--- src/rtl/yasac_run_ctrl.sv ---
// ---------------------------------------------------------------------------
// yasac_run_ctrl
// Runs one test of an attached processor: resets it, lets it settle, pulses
// start, waits for its ready flag (or a timeout), waits a few hold cycles,
// then captures its output ports and compares them against expected values.
//
// Ports
//   CLK        : clock, rising edge
//   RESET      : synchronous active-high reset
//   GO         : run request, level-sampled only in IDLE/DONE
//   DUT_RDY    : processor ready indicator
//   DUT_PORTS  : processor output ports, port k at [k*W +: W]
//   EXP        : expected port values, same packing as DUT_PORTS
//   MASK       : per-port compare enable (1 = compare)
//   DUT_RESET  : reset to processor (RESET or RST state)
//   DUT_START  : one-cycle start pulse to processor
//   BUSY       : run in progress (RST..HOLD)
//   DONE       : run finished, held until the next run starts
//   PASS       : ready seen and every enabled port matched
//   TMO        : run ended by timeout
//   CYCLES     : cycles from DUT_START to ready (saturating)
//   SNAP       : captured DUT_PORTS
// ---------------------------------------------------------------------------
module yasac_run_ctrl #(
    parameter int unsigned W          = 8,
    parameter int unsigned NP         = 8,
    parameter int unsigned RST_CYC    = 1,
    parameter int unsigned SETTLE_CYC = 3,
    parameter int unsigned HOLD_CYC   = 3,
    parameter int unsigned TIMEOUT    = 1000,
    parameter int unsigned CW         = 16
) (
    input  logic            CLK,
    input  logic            RESET,
    input  logic            GO,
    input  logic            DUT_RDY,
    input  logic [NP*W-1:0] DUT_PORTS,
    input  logic [NP*W-1:0] EXP,
    input  logic [NP-1:0]   MASK,
    output logic            DUT_RESET,
    output logic            DUT_START,
    output logic            BUSY,
    output logic            DONE,
    output logic            PASS,
    output logic            TMO,
    output logic [CW-1:0]   CYCLES,
    output logic [NP*W-1:0] SNAP
);

    localparam logic [2:0] S_IDLE   = 3'd0;
    localparam logic [2:0] S_RST    = 3'd1;
    localparam logic [2:0] S_SETTLE = 3'd2;
    localparam logic [2:0] S_START  = 3'd3;
    localparam logic [2:0] S_WAIT   = 3'd4;
    localparam logic [2:0] S_HOLD   = 3'd5;
    localparam logic [2:0] S_DONE   = 3'd6;

    localparam logic [CW-1:0] CYC_MAX = {CW{1'b1}};
    localparam logic [CW-1:0] CYC_ONE = {{(CW-1){1'b0}}, 1'b1};
    localparam logic [CW-1:0] TMO_LIM = CW'(TIMEOUT);

    // Saturating increment of the cycle counter.
    function automatic logic [CW-1:0] sat_inc(input logic [CW-1:0] v);
        if (v == CYC_MAX) begin
            return v;
        end else begin
            return v + CYC_ONE;
        end
    endfunction

    // AND over all ports of (!mask[k] or port k == expected port k).
    function automatic logic ports_match(input logic [NP*W-1:0] ports,
                                         input logic [NP*W-1:0] exp_v,
                                         input logic [NP-1:0]   mask);
        logic ok;
        ok = 1'b1;
        for (int unsigned k = 0; k < NP; k++) begin
            if (mask[k] && (ports[k*W +: W] != exp_v[k*W +: W])) begin
                ok = 1'b0;
            end else begin
                ok = ok;
            end
        end
        return ok;
    endfunction

    logic [2:0]      state_q, state_d;
    logic [31:0]     cnt_q, cnt_d;        // phase length counter (RST/SETTLE/HOLD)
    logic [CW-1:0]   cycles_q, cycles_d;
    logic [NP*W-1:0] snap_q, snap_d;
    logic            pass_q, pass_d;
    logic            tmo_q, tmo_d;
    logic            dut_start_q, dut_start_d;
    logic            busy_q, busy_d;
    logic            done_q, done_d;

    // Next-state and result computation.
    always_comb begin
        state_d  = state_q;
        cnt_d    = cnt_q;
        cycles_d = cycles_q;
        snap_d   = snap_q;
        pass_d   = pass_q;
        tmo_d    = tmo_q;
        case (state_q)
            S_IDLE, S_DONE: begin
                if (GO) begin
                    state_d  = S_RST;
                    cnt_d    = 32'd0;
                    cycles_d = {CW{1'b0}};
                    snap_d   = {(NP*W){1'b0}};
                    pass_d   = 1'b0;
                    tmo_d    = 1'b0;
                end else begin
                    state_d = state_q;
                end
            end
            S_RST: begin
                if (cnt_q + 32'd1 >= RST_CYC) begin
                    cnt_d = 32'd0;
                    if (SETTLE_CYC == 32'd0) begin
                        state_d  = S_START;
                        cycles_d = CYC_ONE;
                    end else begin
                        state_d = S_SETTLE;
                    end
                end else begin
                    cnt_d = cnt_q + 32'd1;
                end
            end
            S_SETTLE: begin
                if (cnt_q + 32'd1 >= SETTLE_CYC) begin
                    cnt_d    = 32'd0;
                    state_d  = S_START;
                    cycles_d = CYC_ONE;    // START cycle is counted as 1
                end else begin
                    cnt_d = cnt_q + 32'd1;
                end
            end
            S_START: begin
                // Ready during START is deliberately not looked at.
                state_d  = S_WAIT;
                cycles_d = sat_inc(cycles_q);
            end
            S_WAIT: begin
                // Ready is checked first so it wins over a same-cycle timeout.
                if (DUT_RDY) begin
                    cnt_d = 32'd0;
                    if (HOLD_CYC == 32'd0) begin
                        state_d = S_DONE;
                        snap_d  = DUT_PORTS;
                        pass_d  = ports_match(DUT_PORTS, EXP, MASK);
                    end else begin
                        state_d = S_HOLD;
                    end
                end else if (cycles_q >= TMO_LIM) begin
                    state_d = S_DONE;
                    tmo_d   = 1'b1;
                    pass_d  = 1'b0;
                    snap_d  = DUT_PORTS;
                end else begin
                    cycles_d = sat_inc(cycles_q);
                end
            end
            S_HOLD: begin
                if (cnt_q + 32'd1 >= HOLD_CYC) begin
                    cnt_d   = 32'd0;
                    state_d = S_DONE;
                    snap_d  = DUT_PORTS;
                    pass_d  = ports_match(DUT_PORTS, EXP, MASK);
                end else begin
                    cnt_d = cnt_q + 32'd1;
                end
            end
            default: begin
                state_d = S_IDLE;
                cnt_d   = 32'd0;
            end
        endcase

        // Status outputs are registered versions of the next-state decode.
        dut_start_d = (state_d == S_START);
        done_d      = (state_d == S_DONE);
        busy_d      = (state_d != S_IDLE) && (state_d != S_DONE);
    end

    // State and result registers with synchronous reset.
    always_ff @(posedge CLK) begin
        if (RESET) begin
            state_q     <= S_IDLE;
            cnt_q       <= 32'd0;
            cycles_q    <= {CW{1'b0}};
            snap_q      <= {(NP*W){1'b0}};
            pass_q      <= 1'b0;
            tmo_q       <= 1'b0;
            dut_start_q <= 1'b0;
            busy_q      <= 1'b0;
            done_q      <= 1'b0;
        end else begin
            state_q     <= state_d;
            cnt_q       <= cnt_d;
            cycles_q    <= cycles_d;
            snap_q      <= snap_d;
            pass_q      <= pass_d;
            tmo_q       <= tmo_d;
            dut_start_q <= dut_start_d;
            busy_q      <= busy_d;
            done_q      <= done_d;
        end
    end

    // Global reset reaches the processor without waiting for a clock edge.
    assign DUT_RESET = RESET | (state_q == S_RST);
    assign DUT_START = dut_start_q;
    assign BUSY      = busy_q;
    assign DONE      = done_q;
    assign PASS      = pass_q;
    assign TMO       = tmo_q;
    assign CYCLES    = cycles_q;
    assign SNAP      = snap_q;

endmodule

--- config.mk ---
export PLATFORM = sky130hd
export DESIGN_NAME = yasac_run_ctrl
export DESIGN_NICKNAME = d
export VERILOG_FILES = /design/src/rtl/yasac_run_ctrl.sv
export SDC_FILE = /design/constraint.sdc
export NUM_CORES = 1
export LEC_CHECK = 0
export BUFFER_PORTS_ARGS = -buffer_cell sky130_fd_sc_hd__buf_2
export CAP_MARGIN = 20
export CORE_MARGIN = 1
export CORE_UTILIZATION = 45
export DETAILED_ROUTE_END_ITERATION = 8
export PLACE_DENSITY = 0.77
export SYNTH_ARGS = -nofsm -noshare
export SYNTH_HDL_FRONTEND = slang
export SYNTH_SLANG_ARGS = --single-unit
--- constraint.sdc ---
create_clock -name CLK -period 3.4 [get_ports CLK]
set_input_delay 0.51 -clock CLK [delete_from_list [all_inputs] [get_ports CLK]]
set_output_delay 0.51 -clock CLK [all_outputs]
set_load 0.01 [all_outputs]
==> impl_metrics.toml <==
[run_status]
run_status = "finished, final reports clean"

[clock_network]
path_clk_slew_ns = 0.06
ctsHtreeMaxLevel = 4
root_buffer = "sky130_fd_sc_hd__clkbuf_16"
maximum_count_of_clock_buffers_along_a_single_path = 2
cts_tree = "built"
worst_skew_pair.late_latency_ns = 0.42
cts_sink_cnt = 120
cts_made_buffers = 17

[sta]
finalWorstPathRequiredPeriod_ns = 3.28
slew_at_the_pin_closest_to_its_max_slew_limit_ns = 0.633
final_hold_vios = 0
achievable-frequency_mhz = 305
finClkSkew_ns = 0.0115
timing.final.setup_violations = 0
hold-worst-slack_ns = 0.384
post-route-period-util_pct = 96.4
slew_headroom_pct = 57.8
timing.final.max_slew_violations = 0

[pwr]
seqPwrFrac_pct = 38.6
total_leakage_power_nw = 3.39
ir_drop_v = 0.000293
netSwitchingPower_uw = 892
combinational_fraction_of_design_power_pct = 12.4
power.share.switching_pct = 24.1
clock_power_share_pct = 49.1
power-per-cell-area_mw_per_mm2 = 448
p_int_mw = 2.81

[global_route]
grt_pass1_vias = 5693
globalRouteOverflowTotal = 0
grt_start_max_net_pins = 67
initial_antenna_violation_count = 1
grt_pass1_wl_um = 27500
grt_use_total_pct = 24.5

[logic_synthesis]
synth_xor_area_share_pct = 11.5
synthTopCellsByArea = "sky130_fd_sc_hd__dfxtp_1 (39%), sky130_fd_sc_hd__xnor2_1 (11%), sky130_fd_sc_hd__a21oi_1 (6.4%)"
ys_async_sr_fraction_pct = 0
netlist_instances = 749
synth_top_flop_cell = "sky130_fd_sc_hd__dfxtp_1"
synth_compound_gate_area_share_pct = 14.7
post_synth_edffs = 0
adder_cell_area_share_of_the_yosys_netlist_pct = 1.42
synth_top_family_by_area = "simple AND/OR/NAND/NOR gates"
seq_area_frac_synth_pct = 39.0
synthesis.area_mm2 = 0.00615
synth_cell_types = 60
netlist.top_cell.by_area = "sky130_fd_sc_hd__dfxtp_1"
ffs_latches_synth = 120
synth_fp_nets = 896
synth_simple_gate_area_share_pct = 27.8
yosysTopAreaCellShare_pct = 39.0
post_synth_mux_area_share_pct = 1.50
synth.avg_cell_area_um2 = 8.21
number_of_warnings_reported_in_the_yosys_synthesis_log = 0

[hold_path]
timing.hold.worst_path_depth = 3
min_from = "DUT_PORTS[61]"
worst_hold_path.endpoint = "SNAP[61]"
hold_path.class = "input pin to register"

[die]
die_height_um = 119
dieWidth_um = 119
row_count = 42
starting_density_of_the_core_pct = 46.3
top_level_ports = 226
die_area_mm2 = 0.0141
core_region_area_mm2 = 0.0133

[routing]
drc_errors = 0
final_routed_wirelength_um = 18500
avgViaCountPerCell = 5.39
route.vias.total = 6302
detailedRoute.firstPassIterationCount = 5
drt_iter0_markers = 459
routed_antenna_nets = 0
detail_route.wl_per_cell_um = 15.8

[critical_path]
worst_setup_path_end_kind = "register"
worstSetupStartpointType = "register"
rr_startpoint = "cnt_q[0]"
r2r_setup_slack_ns = 0.12
regToRegEndpoint = "SNAP[56]"
crit_path_max_fanout = 32
worst_ep_arrival_time_ns = 3.56
worst_ep_required_time_ns = 3.68
reg2reg_depth = 12
critPathKind = "register to register"

[place]
placedCellCount = 1135
detailed_place.area_mm2 = 0.00751
post-dp-hpwl_um = 13000
routabilityCongestion = 0.913
io_buffer_count = 225

[final_layout]
finalInstanceArea_mm2 = 0.00825
fin_cells = 1170
antenna_cells = 0
final_cell_mix = "sky130_fd_sc_hd__buf_2 (225), sky130_fd_sc_hd__dfxtp_1 (120), sky130_fd_sc_hd__nand2_1 (87)"
drive_gt1_share_pct = 31.1
area_added_between_synthesis_and_finish_pct = 34.1
layout.nets = 1130
final_common_cell = "sky130_fd_sc_hd__buf_2"

[job]
cap_violations = 0
-- critical path, cell delays in order (launching register included) --
cell	delay (ns)
sky130_fd_sc_hd__dfxtp_1	0.34
sky130_fd_sc_hd__ha_2	0.19
sky130_fd_sc_hd__nand3_2	0.11
sky130_fd_sc_hd__buf_4	0.18
sky130_fd_sc_hd__nor3_4	0.20
sky130_fd_sc_hd__and3_1	0.18
sky130_fd_sc_hd__a31oi_1	0.13
sky130_fd_sc_hd__or3_4	0.40
sky130_fd_sc_hd__or4_4	0.58
sky130_fd_sc_hd__o31a_4	0.42
sky130_fd_sc_hd__clkbuf_16	0.22
sky130_fd_sc_hd__nand3_1	0.11
sky130_fd_sc_hd__a21oi_1	0.08
-- logic make-up after synthesis --
family	after synthesis
flip-flops	120
adder cells (fa/ha/maj)	7
buffers and inverters	51
XOR/XNOR	81
AND/OR/NAND/NOR	331
multiplexers	9
AO/OA/AOI/OAI	150
-- per-stage QoR --
stage | setup TNS [ns] | power [mW] | worst slack [ns] | util (%)
2_1_floorplan | 0 | 1.70 | 0.108 | -
3_3_place_gp | 0 | 1.87 | 0.0893 | 56.5
5_1_grt | -0.0688 | 3.81 | -0.0130 | 62.1
6_report | 0 | 3.70 | 0.123 | 62.1
3_5_place_dp | 0 | 1.87 | 0.0300 | 56.5
4_1_cts | 0 | 3.68 | 0.133 | 61.0
-- synth_stat cells (8+ instances only) --
library cell and number:
sky130_fd_sc_hd__dfxtp_1 120, sky130_fd_sc_hd__nand2_1 87, sky130_fd_sc_hd__a21oi_1 79, sky130_fd_sc_hd__xnor2_1 79, sky130_fd_sc_hd__nand3_1 78, sky130_fd_sc_hd__nor2_1 36
sky130_fd_sc_hd__nand4_1 34, sky130_fd_sc_hd__and2_1 32, sky130_fd_sc_hd__o21ai_0 25, sky130_fd_sc_hd__nor3_1 14, sky130_fd_sc_hd__buf_2 13, sky130_fd_sc_hd__clkbuf_1 13
sky130_fd_sc_hd__and3_1 12, sky130_fd_sc_hd__inv_1 10, sky130_fd_sc_hd__buf_1 8
-- state kept, by name, indices dropped and copies added, names as in the netlist --
| name | count |
|---|---|
| BUSY | 1 |
| DONE | 1 |
| TMO | 1 |
| cnt_q | 32 |
| DUT_START | 1 |
| SNAP | 64 |
| PASS | 1 |
| CYCLES | 16 |
| state_q | 3 |
-- layer usage --
layer	routed length [um]	global-route usage, %	up-vias
met2	9110	42.1	233
li1	-	-	3128
met4	591	11.6	2
met3	1120	6.18	39
met1	7620	28.5	2900
met5	13	0	-
-- power by group through the flow --
stage | Clock (mW) | Sequential [mW] | Combinational [mW]
after CTS | 1.84 | 1.43 | 0.415
after global routing | 1.90 | 1.43 | 0.488
after floorplan | 0 | 1.45 | 0.246
after detailed placement | 0 | 1.45 | 0.413
after global placement | 0 | 1.45 | 0.413
final | 1.82 | 1.43 | 0.457
-- layout make-up --
class / count / area, um^2
Fill cell: 1159 / 5040
Tap cell: 176 / 220
Inverter: 11 / 41.3
Sequential cell: 120 / 2400
Clock inverter: 8 / 121
Timing Repair Buffer: 255 / 1420
Clock buffer: 22 / 474
Multi-Input combinational cell: 578 / 3570
-- repair_timing --
item	in CTS	in global routing
buffers inserted	0	1
cloned	0	3
gates resized for setup	1	11
pin swaps	0	2
setup endpoints to repair	1	68
hold buffers	0	0
-- worst max-delay path by stage --
stage | startpoint | endpoint | slack [ns] | depth (start not counted)
3_5_place_dp | cnt_q[0] | SNAP[23] | 0.03 | 11
6_report | cnt_q[0] | SNAP[56] | 0.12 | 12
2_1_floorplan | cnt_q[1] | SNAP[10] | 0.11 | 13
4_1_cts | cnt_q[0] | SNAP[3] | 0.13 | 11
5_1_grt | cnt_q[1] | SNAP[54] | -0.01 | 12
3_3_place_gp | cnt_q[0] | BUSY | 0.09 | 10
(Power assumes the default switching activity.)
